$ cat config.mk
export PLATFORM = sky130hd
export DESIGN_NAME = simplez_uart_tx
export DESIGN_NICKNAME = d
export VERILOG_FILES = /design/src/rtl/simplez_pkg.sv /design/src/rtl/simplez_baud_gen.sv /design/src/rtl/simplez_uart_tx.sv
export SDC_FILE = /design/constraint.sdc
export NUM_CORES = 1
export LEC_CHECK = 0
export ABC_AREA = 1
export BUFFER_PORTS_ARGS = -buffer_cell sky130_fd_sc_hd__buf_2
export CELL_PAD_IN_SITES_DETAIL_PLACEMENT = 1
export CELL_PAD_IN_SITES_GLOBAL_PLACEMENT = 2
export CORE_ASPECT_RATIO = 1.25
export CORE_MARGIN = 5
export CORE_UTILIZATION = 27
export CTS_CLUSTER_SIZE = 24
export DETAILED_ROUTE_END_ITERATION = 7
export PLACE_DENSITY = 0.81
export SLEW_MARGIN = 15
export SYNTH_ARGS = -nofsm -noshare
export SYNTH_HDL_FRONTEND = slang
export SYNTH_SLANG_ARGS = --single-unit
$ cat constraint.sdc
create_clock -name clk -period 1.5 [get_ports clk]
set_input_delay 0.3 -clock clk [delete_from_list [all_inputs] [get_ports clk]]
set_output_delay 0.3 -clock clk [all_outputs]
set_load 0.01 [all_outputs]
$ cat src/rtl/simplez_pkg.sv
// Shared constants for the Simplez external memory bus and its peripherals.
package simplez_pkg;

  // Bus widths, matching the CPU's RA and AC/RI registers
  localparam int BUS_ADDRW = 9;
  localparam int BUS_DATAW = 12;

  // Peripheral base addresses on the external bus
  localparam logic [8:0] LEDS_ADDR    = 9'o100;
  localparam logic [8:0] UART_TX_ADDR = 9'o101;

  // Bit positions inside the UART STATUS word
  localparam int STATUS_READY   = 0;
  localparam int STATUS_BUSY    = 1;
  localparam int STATUS_OVERRUN = 2;

  // Serialiser frame phases
  typedef enum logic [1:0] {
    IDLE  = 2'd0,
    START = 2'd1,
    DATA  = 2'd2,
    STOP  = 2'd3
  } tx_state_e;

endpackage

$ cat src/rtl/simplez_baud_gen.sv
// Bit-period counter: counts 0..CLKDIV-1 and pulses tick on the last count.
// reload forces the count back to 0 so every new phase starts a full period.
module simplez_baud_gen #(
  parameter int CLKDIV = 104
) (
  input  logic clk,
  input  logic rst,
  input  logic reload,
  output logic tick
);

  logic [11:0] count;

  assign tick = (count == 12'(CLKDIV - 1));

  // Free-running period counter, restarted on reload or at the end of a period
  always_ff @(negedge clk) begin
    if (rst) begin
      count <= '0;
    end else if (reload || tick) begin
      count <= '0;
    end else begin
      count <= count + 12'd1;
    end
  end

endmodule

$ cat src/rtl/simplez_uart_tx.sv
// Memory-mapped 8N1 serial transmitter on the Simplez external bus.
// TXDATA at BASE (write-only, reads 0), STATUS at BASE+1 ({overrun, busy, ready}).
// All state updates on the falling clock edge, like the CPU core.
// Build option SIMPLEZ_UART_TX_FIFO_EN: replaces the single holding register
// with a 4-entry FIFO; STATUS layout is unchanged.
module simplez_uart_tx
  import simplez_pkg::*;
#(
  parameter int               ADDRW  = BUS_ADDRW,
  parameter int               DATAW  = BUS_DATAW,
  parameter logic [ADDRW-1:0] BASE   = ADDRW'(UART_TX_ADDR),
  parameter int               CLKDIV = 104
) (
  input  logic             clk,
  input  logic             rst,
  input  logic [ADDRW-1:0] addr,
  input  logic             wr,
  input  logic             rd,
  input  logic [DATAW-1:0] data_in,
  output logic [DATAW-1:0] data_out,
  output logic             hit,
  output logic             tx
);

  localparam logic [ADDRW-1:0] STATUS_ADDR = BASE + ADDRW'(1);

  tx_state_e  state, next_state;
  logic       sel_data, sel_status;
  logic       push, load, tick, reload;
  logic       ready, pending, busy, overrun, tx_d;
  logic [7:0] head, shift;
  logic [2:0] bit_idx;
  logic [DATAW-1:0] status_word;
  logic       unused_inputs;

  // Reads have no side effects and only the low byte is transmitted
  assign unused_inputs = ^{rd, data_in[DATAW-1:8]};

  assign sel_data   = (addr == BASE);
  assign sel_status = (addr == STATUS_ADDR);
  assign hit        = sel_data || sel_status;
  assign push       = wr && sel_data && ready;
  assign load       = pending && ((state == IDLE) || ((state == STOP) && tick));
  assign busy       = (state != IDLE) || pending;

  // STATUS word assembly and read mux; TXDATA and misses read as zero
  always_comb begin
    status_word                 = '0;
    status_word[STATUS_READY]   = ready;
    status_word[STATUS_BUSY]    = busy;
    status_word[STATUS_OVERRUN] = overrun;
    data_out                    = sel_status ? status_word : '0;
  end

`ifdef SIMPLEZ_UART_TX_FIFO_EN
  logic [7:0] fifo_mem [4];
  logic [1:0] wr_ptr, rd_ptr;
  logic [2:0] count;

  assign ready   = (count < 3'd4);
  assign pending = (count != 3'd0);
  assign head    = fifo_mem[rd_ptr];

  // Circular buffer between the bus and the shifter; a pop and a push may share an edge
  always_ff @(negedge clk) begin
    if (rst) begin
      wr_ptr <= '0;
      rd_ptr <= '0;
      count  <= '0;
    end else begin
      if (push) begin
        fifo_mem[wr_ptr] <= data_in[7:0];
        wr_ptr           <= wr_ptr + 2'd1;
      end
      if (load) begin
        rd_ptr <= rd_ptr + 2'd1;
      end
      count <= count + {2'b00, push} - {2'b00, load};
    end
  end
`else
  logic       hold_full;
  logic [7:0] hold_data;

  assign ready   = !hold_full;
  assign pending = hold_full;
  assign head    = hold_data;

  // Single holding register; push only when empty and load only when full, so they never collide
  always_ff @(negedge clk) begin
    if (rst) begin
      hold_full <= 1'b0;
      hold_data <= '0;
    end else if (push) begin
      hold_full <= 1'b1;
      hold_data <= data_in[7:0];
    end else if (load) begin
      hold_full <= 1'b0;
    end
  end
`endif

  // Sticky overrun: set by a rejected TXDATA write, cleared by any STATUS write
  always_ff @(negedge clk) begin
    if (rst) begin
      overrun <= 1'b0;
    end else if (wr && sel_data && !ready) begin
      overrun <= 1'b1;
    end else if (wr && sel_status) begin
      overrun <= 1'b0;
    end
  end

  // Hold the period counter at zero while idle and restart it on every phase change
  assign reload = (state == IDLE) || (next_state != state);

  simplez_baud_gen #(
    .CLKDIV (CLKDIV)
  ) u_baud (
    .clk    (clk),
    .rst    (rst),
    .reload (reload),
    .tick   (tick)
  );

  // Frame phase register
  always_ff @(negedge clk) begin
    if (rst) begin
      state <= IDLE;
    end else begin
      state <= next_state;
    end
  end

  // Phase sequencing; STOP chains straight into START when another byte waits
  always_comb begin
    next_state = state;
    case (state)
      IDLE:    if (pending) next_state = START;
      START:   if (tick) next_state = DATA;
      DATA:    if (tick && (bit_idx == 3'd7)) next_state = STOP;
      STOP:    if (tick) next_state = pending ? START : IDLE;
      default: next_state = IDLE;
    endcase
  end

  // Shift data and bit index; bytes go out LSB first
  always_ff @(negedge clk) begin
    if (rst) begin
      shift   <= '0;
      bit_idx <= '0;
    end else if (load) begin
      shift   <= head;
      bit_idx <= '0;
    end else if ((state == DATA) && tick) begin
      bit_idx <= bit_idx + 3'd1;
    end
  end

  // Line level for the current phase
  always_comb begin
    tx_d = 1'b1;
    case (state)
      START:   tx_d = 1'b0;
      DATA:    tx_d = shift[bit_idx];
      default: tx_d = 1'b1;
    endcase
  end

  // Registered line driver so tx is glitch-free; forced idle-high by reset
  always_ff @(negedge clk) begin
    if (rst) begin
      tx <= 1'b1;
    end else begin
      tx <= tx_d;
    end
  end

endmodule

Word-level counts from Yosys, hierarchy flattened
Cells that the tools add are included.
{"block": "word_totals", "output_inout_bits": 14, "reg_bits": 36, "elab_cells": 53, "input_bits": 25}
{"block": "classes", "eq_ne": 8, "n_reduce_logical": 20, "n_lt_le_gt_ge": 1, "muxes": 14, "addsub": 2}
{"op": "$eq 9x7->1 const B", "n": 2}
{"op": "$add 12x1->12 const B", "n": 1}
{"op": "$eq 12x7->1 const B", "n": 1}
{"op": "$logic_and 1x1->1", "n": 8}
{"op": "$mux 2", "n": 4}
{"op": "$pmux 2 s4", "n": 1}
{"op": "$mux 1", "n": 6}
{"op": "$reduce_bool 2->1", "n": 3}
{"op": "$logic_or 1x1->1", "n": 5}
{"op": "$eq 2x2->1 const B", "n": 2}
{"op": "$lt 3x4->1 const B", "n": 1}
{"op": "$reduce_or 2->1", "n": 2}
{"op": "$add 3x1->3 const B", "n": 1}
{"op": "$bmux 1 s3", "n": 1}
{"op": "$eq 3x3->1 const B", "n": 1}
{"op": "$mux 3", "n": 1}
{"op": "$eq 2x1->1 const B", "n": 1}
{"op": "$logic_not 2->1", "n": 1}
{"op": "$ne 2x2->1", "n": 1}
{"op": "$pmux 1 s2", "n": 1}
{"op": "$logic_not 1->1", "n": 1}

Logic depth before layout (Yosys ltp)
{"block": "depth", "depth_word": 8, "ltp_mapped": 11, "mapped_depth_nobuf": 10}

Modules after synthesis
From an unflattened synthesis, not the netlist that was laid out.
{"block": "unflattened", "hier_cells": 272, "area_unflattened_um2": 1910.6}
{"mod": "simplez_uart_tx", "seq_area_each_um2": 480.5, "cells_each": 185, "instances": 1, "area_per_inst_um2": 1292.5}
{"mod": "simplez_baud_gen", "seq_area_each_um2": 240.2, "cells_each": 87, "instances": 1, "area_per_inst_um2": 618.1}

==> impl_metrics.yaml <==
run_status:
  status: "complete, but fails checks"
  violations: "negative setup slack"
logic_synthesis:
  synth_warnings: 0
  synth_top_area_frac: 0.370
  syn_inst: 272
  ys_types: 30
  synth_seq_area_share: 0.370
  synthTopCellsByArea: "dfxtp_1 (37%), nand2_1 (12%), nor2_1 (8.9%)"
  syn-cell-area_sq_um: 1950
  synth-seq-cells: 36
  synth_area_per_cell_sq_um: 7.15
  ys.flop_type: "dfxtp_1"
  synthArstFlopShare: 0
  synth.largest_area_cell: "dfxtp_1"
  synth_edf_count: 0
pwr:
  power_mw: 2.35
  p_per_area_nw_per_um2: 782
  irDropWorstVdd_mv: 0.418
  total_leakage_power_nw: 1.43
sta:
  tns_ns: -3.94
  hold_viol: 0
  clock_skew_ns: 0.0403
  setup_viol: 15
  rsz0062_at_grt: "true"
  setup_ws_ns: -0.559
  maxSlewViolCount: 0
critical_path:
  critPathArrivalTime_ns: 1.76
  worst_path_max_delay_cell: "dfxtp_4"
  cp_max_fo: 2
  worstSetupPathType: "flip-flop to primary output"
  crit_chain: "nor2_4 -> a21oi_4 -> buf_6"
  cpPeakStageDelay_ns: 0.34
  cp.required_ns: 1.20
  crit_path_end_kind: "primary output"
  start_kind: "flip-flop"
grt:
  grt.overflow.total: 0
  grt_pass1_wl_um: 8670
  grt_antenna_before_repair: 0
  grt_pass1_vias: 2094
  track_usage: 0.118
  grt_max_degree: 17
floorplan:
  die_width_um: 85.9
  coreArea_sq_um: 6980
  ioPinCount: 39
  floorplan.initialDensity: 0.279
  fp-row-count: 34
  dieArea_sq_um: 9010
  die_h_um: 105
finish:
  final_common_cell: "inv_1"
  syn2layout_area_growth_pct: 54.2
  final_cell_mix: "inv_1 (63), nand2_1 (56), nor2_1 (38)"
  n_antenna_cell: 0
  stdcell_count: 465
  drive_above_1_share: 0.379
  fin_util: 0.430
  finalNetCount: 402
  fillers: 907
detailed_routing:
  vias_per_cell: 4.47
  drc: 0
  routedWlPerCell_um: 13.0
  drtIter0Drc: 36
  postRouteAntennaNets: 0
  dr.pass1.iters: 6
  vias: 2079
  routed_wl_um: 6060
flow_run:
  max_cap_viol_count: 0
clock_tree:
  cts_tree: "built"
  cts.sinks: 36
  cts_buffers: 5
  clk_pin_slew_ns: 0.04
  cts_hold_buffers: 0
  clk_latency_ns: 0.39
  cts-root-buf: "clkbuf_8"
  clk_path_buf_depth: 2
  h-tree-depth: 2
placed_design:
  dp.cells: 403
  gp_congestion: 0.708
  place_hpwl_um: 3400
  io_buffers: 24
min_path:
  hold_class: "flip-flop to flip-flop"
-- synthesized netlist by cell type, types with 3 or more instances --
library cell and n:
o211ai_1 3, nand2_2 3, nand2_1 61, inv_1 31
nor3_1 4, nor2_4 5, ha_1 3, dfxtp_1 36
inv_2 3, xor2_1 3, buf_4 10, nor2_1 46
nand3_1 21, nand4_1 6, a21oi_1 7, a21oi_2 8
o21ai_0 4
-- critical path, delay by kind of cell (launching register included) --
kind / cells / cell delay, ns
simple gates: 1 / 0.13
compound gates: 1 / 0.06
buf+inv: 1 / 0.12
flops: 1 / 0.34
-- kinds of logic (layout without fill, tap and decap cells) --
kind of cell	Yosys count	count (layout)	share of synthesized area
simple gates	155	157	0.371
buf+inv	49	142	0.135
flops	36	36	0.370
compound gates	23	23	0.0797
xor+xnor	5	5	0.0225
fa+ha+maj	3	3	0.0193
other cells	1	9	0.00193
-- per-stage QoR --
step	worst slack, ns	area (sq um)	hold WS, ns
2_1_floorplan	-0.466	2050	0.417
3_3_place_gp	-0.556	2350	0.453
3_5_place_dp	-0.598	2350	0.461
4_1_cts	-0.563	2710	0.467
5_1_grt	-0.601	3000	0.485
6_report	-0.559	3000	0.463
-- layout make-up --
class | instances | area [sq um] | share of cell area
Inverter | 34 | 143 | 0.0475
Clock buffer | 5 | 68.8 | 0.0229
Tap cell | 90 | 113 | 0.0375
Clock inverter | 39 | 175 | 0.0584
Sequential cell | 36 | 734 | 0.245
Timing Repair Buffer | 64 | 562 | 0.187
Multi-Input combinational cell | 197 | 1200 | 0.402
-- flip-flops by register name (all words and copies together) (netlist names) --
name	count
u_baud.count	12
head	8
shift	8
bit_idx	3
state	2
hold_full	1
overrun	1
tx	1
-- what timing repair did --
item	CTS	global route
cloned	1	2
endpoints found under the setup margin	19	40
setup buffers	1	15
pin swaps	9	20
endpoints found under the hold margin	0	0
resized for setup	21	35
-- power breakdown --
part / leakage [nW] / switching [mW] / internal (mW) / total [mW]
clock: 0.252 / 0.672 / 0.618 / 1.29
sequential: 0.293 / 0.000416 / 0.960 / 0.961
combinational: 0.881 / 0.0564 / 0.0406 / 0.0971
-- routing by layer --
| metal | up-vias | share of wire | track usage |
|---|---|---|---|
| li1 | 1043 | - | - |
| met1 | 993 | 0.36 | 0.107 |
| met2 | 28 | 0.58 | 0.214 |
| met3 | 15 | 0.028 | 0.0457 |
| met4 | 0 | 0.026 | 0.0747 |
| met5 | - | 0 | 0 |
-- path summary, 6_finish.rpt --
check	start	end	slack, ns	cells after the start
hold / removal	overrun	overrun	0.46	2
hold reg to reg	overrun	overrun	0.46	2
setup reg to reg	state[0]	shift[5]	0.01	9
setup / recovery	state[0]	data_out[1]	-0.56	3
(Power assumes the default switching activity.)
